## src/rtl/uart_fifo_tx_if.sv

```systemverilog
// FIFO read-side and UART line signals of the serialiser, bundled as one port.
interface uart_fifo_tx_if #(
    parameter int unsigned DATA_WIDTH = 8
);
    logic                  enable;
    logic                  fifo_empty;
    logic [DATA_WIDTH-1:0] fifo_data;
    logic                  fifo_rd_en;
    logic                  tx;
    logic                  busy;
    logic                  frame_done;

    modport master (
        input  enable, fifo_empty, fifo_data,
        output fifo_rd_en, tx, busy, frame_done
    );

    modport slave (
        output enable, fifo_empty, fifo_data,
        input  fifo_rd_en, tx, busy, frame_done
    );
endinterface

```

## src/rtl/uart_fifo_tx.sv

```systemverilog
// Pops one word per frame from the FIFO and shifts it out as start/data/parity/stop bits.
// Start bit begins 3 cycles after IDLE sees non-empty; fetching is held off by !enable or empty.
module uart_fifo_tx #(
    parameter int unsigned DATA_WIDTH   = 8,
    parameter int unsigned CLKS_PER_BIT = 868,
    parameter int unsigned PARITY_EN    = 0,
    parameter int unsigned PARITY_ODD   = 0,
    parameter int unsigned STOP_BITS    = 1
) (
    input  logic           clk,
    input  logic           rst,
    uart_fifo_tx_if.master bus
);
    localparam int unsigned BAUD_W = $clog2(CLKS_PER_BIT);
    localparam int unsigned BIT_W  = $clog2(DATA_WIDTH + 1);

    localparam logic [BAUD_W-1:0] BAUD_LAST = BAUD_W'(CLKS_PER_BIT - 1);
    localparam logic [BIT_W-1:0]  DATA_LAST = BIT_W'(DATA_WIDTH - 1);
    localparam logic [BIT_W-1:0]  STOP_LAST = BIT_W'(STOP_BITS - 1);

    typedef enum logic [2:0] {
        IDLE, FETCH, LOAD, START, DATA, PARITY, STOP
    } state_t;

    state_t                state;
    state_t                state_nxt;
    logic [BAUD_W-1:0]     baud_cnt;
    logic [BIT_W-1:0]      bit_cnt;
    logic [DATA_WIDTH-1:0] shift_reg;
    logic                  parity_bit;

    logic bit_end;
    logic last_data;
    logic last_stop;

    assign bit_end   = (baud_cnt == BAUD_LAST);
    assign last_data = (bit_cnt == DATA_LAST);
    assign last_stop = (bit_cnt == STOP_LAST);

    always_ff @(posedge clk or posedge rst) begin
        if (rst) begin
            state <= IDLE;
        end else begin
            state <= state_nxt;
        end
    end

    always_comb begin
        state_nxt = state;
        case (state)
            IDLE:   if (bus.enable && !bus.fifo_empty) state_nxt = FETCH;
            FETCH:  state_nxt = LOAD;
            LOAD:   state_nxt = START;
            START:  if (bit_end) state_nxt = DATA;
            DATA: begin
                if (bit_end && last_data) begin
                    state_nxt = (PARITY_EN != 0) ? PARITY : STOP;
                end
            end
            PARITY: if (bit_end) state_nxt = STOP;
            STOP:   if (bit_end && last_stop) state_nxt = IDLE;
            default: state_nxt = IDLE;
        endcase
    end

    // bit_cnt counts data bits in DATA and stop bits in STOP; it is zero on entry to both.
    always_ff @(posedge clk or posedge rst) begin
        if (rst) begin
            baud_cnt   <= '0;
            bit_cnt    <= '0;
            shift_reg  <= '0;
            parity_bit <= 1'b0;
        end else begin
            case (state)
                LOAD: begin
                    shift_reg  <= bus.fifo_data;
                    parity_bit <= (^bus.fifo_data) ^ 1'(PARITY_ODD);
                    baud_cnt   <= '0;
                    bit_cnt    <= '0;
                end
                START, PARITY: begin
                    baud_cnt <= bit_end ? '0 : baud_cnt + 1'b1;
                end
                DATA: begin
                    if (bit_end) begin
                        baud_cnt  <= '0;
                        shift_reg <= shift_reg >> 1;
                        bit_cnt   <= last_data ? '0 : bit_cnt + 1'b1;
                    end else begin
                        baud_cnt <= baud_cnt + 1'b1;
                    end
                end
                STOP: begin
                    if (bit_end) begin
                        baud_cnt <= '0;
                        bit_cnt  <= bit_cnt + 1'b1;
                    end else begin
                        baud_cnt <= baud_cnt + 1'b1;
                    end
                end
                default: begin
                    baud_cnt <= '0;
                    bit_cnt  <= '0;
                end
            endcase
        end
    end

    always_comb begin
        bus.tx         = 1'b1;
        bus.fifo_rd_en = 1'b0;
        bus.busy       = (state != IDLE);
        bus.frame_done = 1'b0;
        case (state)
            FETCH:  bus.fifo_rd_en = 1'b1;
            START:  bus.tx = 1'b0;
            DATA:   bus.tx = shift_reg[0];
            PARITY: bus.tx = parity_bit;
            STOP:   bus.frame_done = bit_end && last_stop;
            default: bus.tx = 1'b1;
        endcase
    end
endmodule
```

## src/flat_wrapper.sv

```systemverilog
// flat-port wrapper written by rule: the top's interface ports become plain ports
module uart_fifo_tx_flat 
#(
    parameter int unsigned DATA_WIDTH   = 8,
    parameter int unsigned CLKS_PER_BIT = 868,
    parameter int unsigned PARITY_EN    = 0,
    parameter int unsigned PARITY_ODD   = 0,
    parameter int unsigned STOP_BITS    = 1
)
  (clk, rst, bus_enable, bus_fifo_empty, bus_fifo_data, bus_fifo_rd_en, bus_tx, bus_busy, bus_frame_done);
  uart_fifo_tx_if #(.DATA_WIDTH(DATA_WIDTH)) bus_i ();
  input  logic clk;
  input  logic rst;
  input wire logic [$bits(bus_i.enable)-1:0] bus_enable;
  input wire logic [$bits(bus_i.fifo_empty)-1:0] bus_fifo_empty;
  input wire logic [$bits(bus_i.fifo_data)-1:0] bus_fifo_data;
  output wire logic [$bits(bus_i.fifo_rd_en)-1:0] bus_fifo_rd_en;
  output wire logic [$bits(bus_i.tx)-1:0] bus_tx;
  output wire logic [$bits(bus_i.busy)-1:0] bus_busy;
  output wire logic [$bits(bus_i.frame_done)-1:0] bus_frame_done;
  assign bus_i.enable = bus_enable;
  assign bus_i.fifo_empty = bus_fifo_empty;
  assign bus_i.fifo_data = bus_fifo_data;
  assign bus_fifo_rd_en = bus_i.fifo_rd_en;
  assign bus_tx = bus_i.tx;
  assign bus_busy = bus_i.busy;
  assign bus_frame_done = bus_i.frame_done;
  uart_fifo_tx #(.DATA_WIDTH(DATA_WIDTH), .CLKS_PER_BIT(CLKS_PER_BIT), .PARITY_EN(PARITY_EN), .PARITY_ODD(PARITY_ODD), .STOP_BITS(STOP_BITS)) u_core (.clk(clk), .rst(rst), .bus(bus_i));
endmodule
```

## config.mk

```make
export PLATFORM = sky130hd
export DESIGN_NAME = uart_fifo_tx_flat
export DESIGN_NICKNAME = d
export VERILOG_FILES = /design/src/rtl/uart_fifo_tx_if.sv /design/src/rtl/uart_fifo_tx.sv /design/src/flat_wrapper.sv
export SDC_FILE = /design/constraint.sdc
export NUM_CORES = 1
export LEC_CHECK = 0
export BUFFER_PORTS_ARGS = -buffer_cell sky130_fd_sc_hd__buf_4
export CORE_ASPECT_RATIO = 2
export CORE_MARGIN = 10
export CORE_UTILIZATION = 50
export CTS_CLUSTER_SIZE = 30
export DETAILED_ROUTE_END_ITERATION = 10
export PLACE_DENSITY = 0.8
export SLEW_MARGIN = 25
export SYNTH_ARGS = -nofsm -noshare
export SYNTH_HDL_FRONTEND = slang
export SYNTH_SLANG_ARGS = --single-unit
```

## constraint.sdc

```tcl
create_clock -name clk -period 4.05 [get_ports clk]
set_input_delay 0.81 -clock clk [delete_from_list [all_inputs] [get_ports clk]]
set_output_delay 0.81 -clock clk [all_outputs]
set_load 0.02 [all_outputs]
```

Word-level counts from Yosys, hierarchy flattened:

Index checks and enable logic that the tools add are counted.

* logic and storage cells: 54
* input port bits: 12
* output and inout bits: 4
* register bits: 26

* bitwise logic cells: 1
* reductions and logical operators: 14
* equal/unequal tests: 15
* multiplexer cells: 17
* add/subtract/negate cells: 2

Operators with widths (number)
* 3-bit one-hot mux with 7 select lines: 1
* 10-bit 2-to-1 mux: 2
* 8-bit one-hot mux with 2 select lines: 1
* 3-bit 2-to-1 mux: 5
* 2-bit by 1-bit inequality test with 1-bit output, second input constant: 7
* 4-bit 2-to-1 mux: 3
* 4-bit one-hot mux with 3 select lines: 1
* 10-bit by 1-bit adder with 10-bit output, second input constant: 1
* 10-bit == test, second input constant: 1
* 3-bit == test, second input constant: 3
* 8-bit 2-to-1 mux: 1
* 8-bit XOR reduction: 1
* 3-bit by 2-bit == test with 1-bit output, second input constant: 2
* 5-bit AND reduction: 1
* 4-bit by 1-bit adder with 4-bit output, second input constant: 1
* 4-bit by 3-bit == test with 1-bit output, second input constant: 1
* 4-bit zero test: 1
* 4-bit OR reduction: 1
* 3-bit by 1-bit == test with 1-bit output, second input constant: 1
* 1-bit logical AND: 3
* 3-bit zero test: 1
* 1-bit one-hot mux with 3 select lines: 1
* 3-bit AND reduction: 1
* 3-bit nonzero test: 1
* other kinds (6): 7

Longest topological paths before layout:

* depth in word-level cells: 4
* gate-level depth with buffers: 7
* depth with buffers taken out: 6

Worst setup path after synthesis:

No wires, ideal clock.

* kind: flip-flop to output port
* start: register u_core.baud_cnt[0]
* end: output bus_frame_done
* data arrival time: 1.381 ns
* path slack: 1.859 ns
* buffers on the path: 0
* required time: 3.240 ns
* cell stages (with the launch flop): 5
* path through: dfrtp_1 > ha_1 > and4b_4 > nand3_1 > nor2_1

* word-level cells in the longest chain between the ends: 3

RTL lines
* from (decl): RTL line uart_fifo_tx.sv:27 `logic [BAUD_W-1:0] baud_cnt;`
* from (signal assigned): RTL line uart_fifo_tx.sv:82 `baud_cnt <= bit_end ? '0 : baud_cnt + 1'b1;`
* from (signal assigned): RTL line uart_fifo_tx.sv:90 `baud_cnt <= baud_cnt + 1'b1;`
* from (signal assigned): RTL line uart_fifo_tx.sv:98 `baud_cnt <= baud_cnt + 1'b1;`
* 10-bit == test: RTL line uart_fifo_tx.sv:36 `assign bit_end = (baud_cnt == BAUD_LAST);`
* 1-bit logical AND: RTL line uart_fifo_tx.sv:119 `STOP: bus.frame_done = bit_end && last_stop;`
* 1-bit 2-to-1 mux: RTL line uart_fifo_tx.sv:114 `case (state)`
* to (decl): RTL line flat_wrapper.sv:20 `output wire logic [$bits(bus_i.frame_done)-1:0] bus_frame_done;`

No other way between the ends.

Final worst setup path:

Ends and elaborated chain as after synthesis.

==> results.py <==
metrics = {
    "logic_synthesis": {
        "synth_nets": 180,
        "synth_area_sq_um": 1590,
        "yosysTopAreaCell": "dfrtp_1",
        "synthArstFlopShare_pct": 100,
        "synth.area.top_cells": "dfrtp_1 41%, xnor2_1 6.6%, mux2i_1 5.7%",
        "synth_top_area_share_pct": 41.0,
        "synth_cell_types": 44,
        "ys_warn_count": 0,
        "syn_avg_cell_area_sq_um": 9.61,
        "ys_seq_area_share_pct": 41.0,
        "ys_ff_latch": 26,
        "synth_edf_count": 0,
        "yosys_most_used_dff": "dfrtp_1",
        "syn_inst": 165,
    },
    "timing": {
        "finClkSkew_ns": 0.00556,
        "timing.slew.headroom_pct": 39.8,
        "finalMaxSlewViolations": 0,
        "hold_violations": 0,
        "finalCriticalPeriod_ns": 2.61,
        "fmax_mhz": 384,
        "tns_ns": 0,
        "setup_viol": 0,
        "worst_pin_slew_ns": 0.897,
        "finalCritPeriodShare_pct": 64.4,
        "rsz0062_at_grt": "no",
    },
    "global_route": {
        "use_met1_pct": 12.9,
        "grt_pass1_vias": 1348,
        "grt_max_degree": 27,
        "antenna_found_initial": 0,
        "grt_overflow": 0,
        "busiest_layer": "met2",
        "grtUsageMet3_pct": 1.27,
        "track_usage_pct": 12.5,
        "grt_util_met2_pct": 22.6,
        "grt_pass1_wl_um": 6040,
    },
    "status": {
        "status": "finished, final reports clean",
    },
    "die": {
        "dieArea_sq_um": 5960,
        "die_h_um": 99.6,
        "io_pins": 16,
        "die_x_um": 59.8,
        "fp.coreArea_sq_um": 3010,
        "std_cell_rows": 28,
        "start_util_pct": 52.6,
    },
    "critical_path": {
        "required_ns": 3.24,
        "crit_buf_inv": 1,
        "critical_path.endpoint": "bus_frame_done",
        "cp-startpoint": "u_core.baud_cnt[0]$_DFF_PP0_",
        "critPathArrivalTime_ns": 1.80,
        "timing.rr.start": "u_core.state[0]$_DFFE_PP0P_",
        "cp_slowest_cell": "dfrtp_1",
        "startpoint_type": "flop",
        "crit_cells": 5,
        "r2r_cells": 4,
        "rrSetupSlack_ns": 2.00,
        "critPathCaptureType": "primary output",
        "critical-path-top-delay-family": "simple AND/OR/NAND/NOR gates",
        "path_class": "reg2out",
        "reg2reg_to": "u_core.shift_reg[0]$_DFFE_PP0P_",
        "worstPathMaxFanout": 6,
        "max_stage_delay_ns": 0.43,
        "path_cells": "ha_1 > and4b_4 > nand3_1 > nor2_1 > buf_4",
    },
    "routing": {
        "antenna_left": 0,
        "drc_errors": 0,
        "dr.pass1.iters": 4,
        "num_vias": 1222,
        "routedWlPerCell_um": 16.1,
        "routed_wl_um": 3290,
        "drt_iter0_markers": 28,
        "vias_per_cell": 5.99,
    },
    "final_layout": {
        "antenna-diode-count": 0,
        "fin_cells": 204,
        "seqCellArea_sq_um": 651,
        "area_growth_pct": 7.81,
        "multi_input_area_sq_um": 841,
        "largest_reg_flops": 10,
        "fin_util_pct": 56.7,
        "stdcell_area_sq_um": 1710,
        "nFillCells": 284,
        "drive_above_1_share_pct": 19.0,
        "finish.net_count": 191,
    },
    "pwr": {
        "max-vdd-ir-drop_mv": 0.268,
        "p_leak_nw": 0.707,
        "power.density_cell_area_nw_per_um2": 266,
    },
    "cts": {
        "ctsHoldBuffers": 0,
        "clkLatencyLatePin_ns": 0.26,
        "post-cts-setup-buffers": 0,
        "numCtsBuffers": 3,
        "path_clk_slew_ns": 0.08,
        "cts_root_buffer": "clkbuf_8",
        "clock_path_buffers": 2,
        "ctsResizeCount": 0,
        "htreeDepth": 1,
        "cts_sinks": 26,
        "cts_tree": "built",
    },
    "place": {
        "dp.cells": 201,
        "hpwl_um": 2590,
        "port_buffers": 15,
        "globalplace.congestion": 0.907,
        "post_dp_cell_area_sq_um": 1670,
    },
    "run": {
        "drv_cap": 0,
    },
    "min_path": {
        "hp-class": "reg2reg",
    },
}
worst min-delay path by stage:
stage                                       from                           end  cells after the start
finish              u_core.baud_cnt[0]$_DFF_PP0_  u_core.baud_cnt[0]$_DFF_PP0_                      1
global route        u_core.baud_cnt[0]$_DFF_PP0_  u_core.baud_cnt[0]$_DFF_PP0_                      1
floorplan           u_core.baud_cnt[0]$_DFF_PP0_  u_core.baud_cnt[0]$_DFF_PP0_                      1
detailed placement  u_core.baud_cnt[0]$_DFF_PP0_  u_core.baud_cnt[0]$_DFF_PP0_                      1
global placement    u_core.baud_cnt[0]$_DFF_PP0_  u_core.baud_cnt[0]$_DFF_PP0_                      1
CTS                 u_core.baud_cnt[0]$_DFF_PP0_  u_core.baud_cnt[0]$_DFF_PP0_                      1
per-layer routing:
| layer | share of wire (%) | wire length, um |
|---|---|---|
| met3 | 2.4 | 79 |
| met2 | 57 | 1880 |
| met4 | 3.1 | 101 |
| met1 | 37 | 1230 |
| met5 | 0 | 0 |
synthesized netlist by cell type, types with 2 or more instances:
cell       n
nor2b_1    3
nand3_1    8
xor2_1     4
o211ai_1   2
nand2_1    8
o21ai_0    4
xnor2_1   12
buf_6      3
o31ai_1    2
nor2_2     7
nor2_1    15
buf_4      2
ha_1       3
buf_2      3
nand4_1    3
mux2i_1    9
a21oi_1   11
nor3b_1    3
a31oi_1    3
dfrtp_1   26
nor3_1     5
inv_1      7
final cells by class:
type | count | share of cell area, %
Tap cell | 30 | 2.20
Multi-Input combinational cell | 123 | 49.2
Sequential cell | 26 | 38.1
Inverter | 7 | 1.54
Timing Repair Buffer | 15 | 6.59
Clock buffer | 3 | 2.42
per-stage QoR:
| step | hold WS [ns] | setup WS [ns] | power, mW |
|---|---|---|---|
| after detailed placement | 0.511 | 1.75 | 0.320 |
| after CTS | 0.526 | 1.45 | 0.462 |
| after floorplan | 0.459 | 1.86 | 0.303 |
| final | 0.527 | 1.44 | 0.454 |
| after global placement | 0.474 | 1.83 | 0.316 |
| after global routing | 0.545 | 1.29 | 0.476 |
cells by family (layout without fill, tap and decap cells):
kind of cell             after synthesis  in the layout  share of synthesized area (%)
AO/OA/AOI/OAI                         30             30                           12.2
XOR/XNOR                              16             16                           8.84
adder cells (fa/ha/maj)                3              3                           2.37
buffers and inverters                 16             25                           5.92
flip-flops                            26             26                           41.0
multiplexers                           9              9                           5.68
AND/OR/NAND/NOR                       65             65                           23.9
cell usage in the layout, fill, tap and decap left out, types with 2 or more instances in the layout:
cell and instances:
a21oi_1 11, a31oi_1 3, buf_4 15, clkbuf_8 3, dfrtp_1 26, ha_1 3
inv_1 6, mux2i_1 9, nand2_1 8, nand3_1 8, nand4_1 3, nor2_1 15
nor2_2 7, nor2b_1 3, nor3_1 5, nor3b_1 3, o211ai_1 2, o21ai_0 4
o31ai_1 2, xnor2_1 12, xor2_1 4
power breakdown:
| group | switching [mW] | leakage (nW) | total [mW] | internal, mW |
|---|---|---|---|---|
| logic | 0.0194 | 0.377 | 0.0409 | 0.0215 |
| clock network | 0.0738 | 0.0216 | 0.140 | 0.0665 |
| registers | 0.00510 | 0.309 | 0.273 | 0.268 |
| total | 0.0984 | 0.707 | 0.454 | 0.356 |
(Power assumes the default switching activity.)
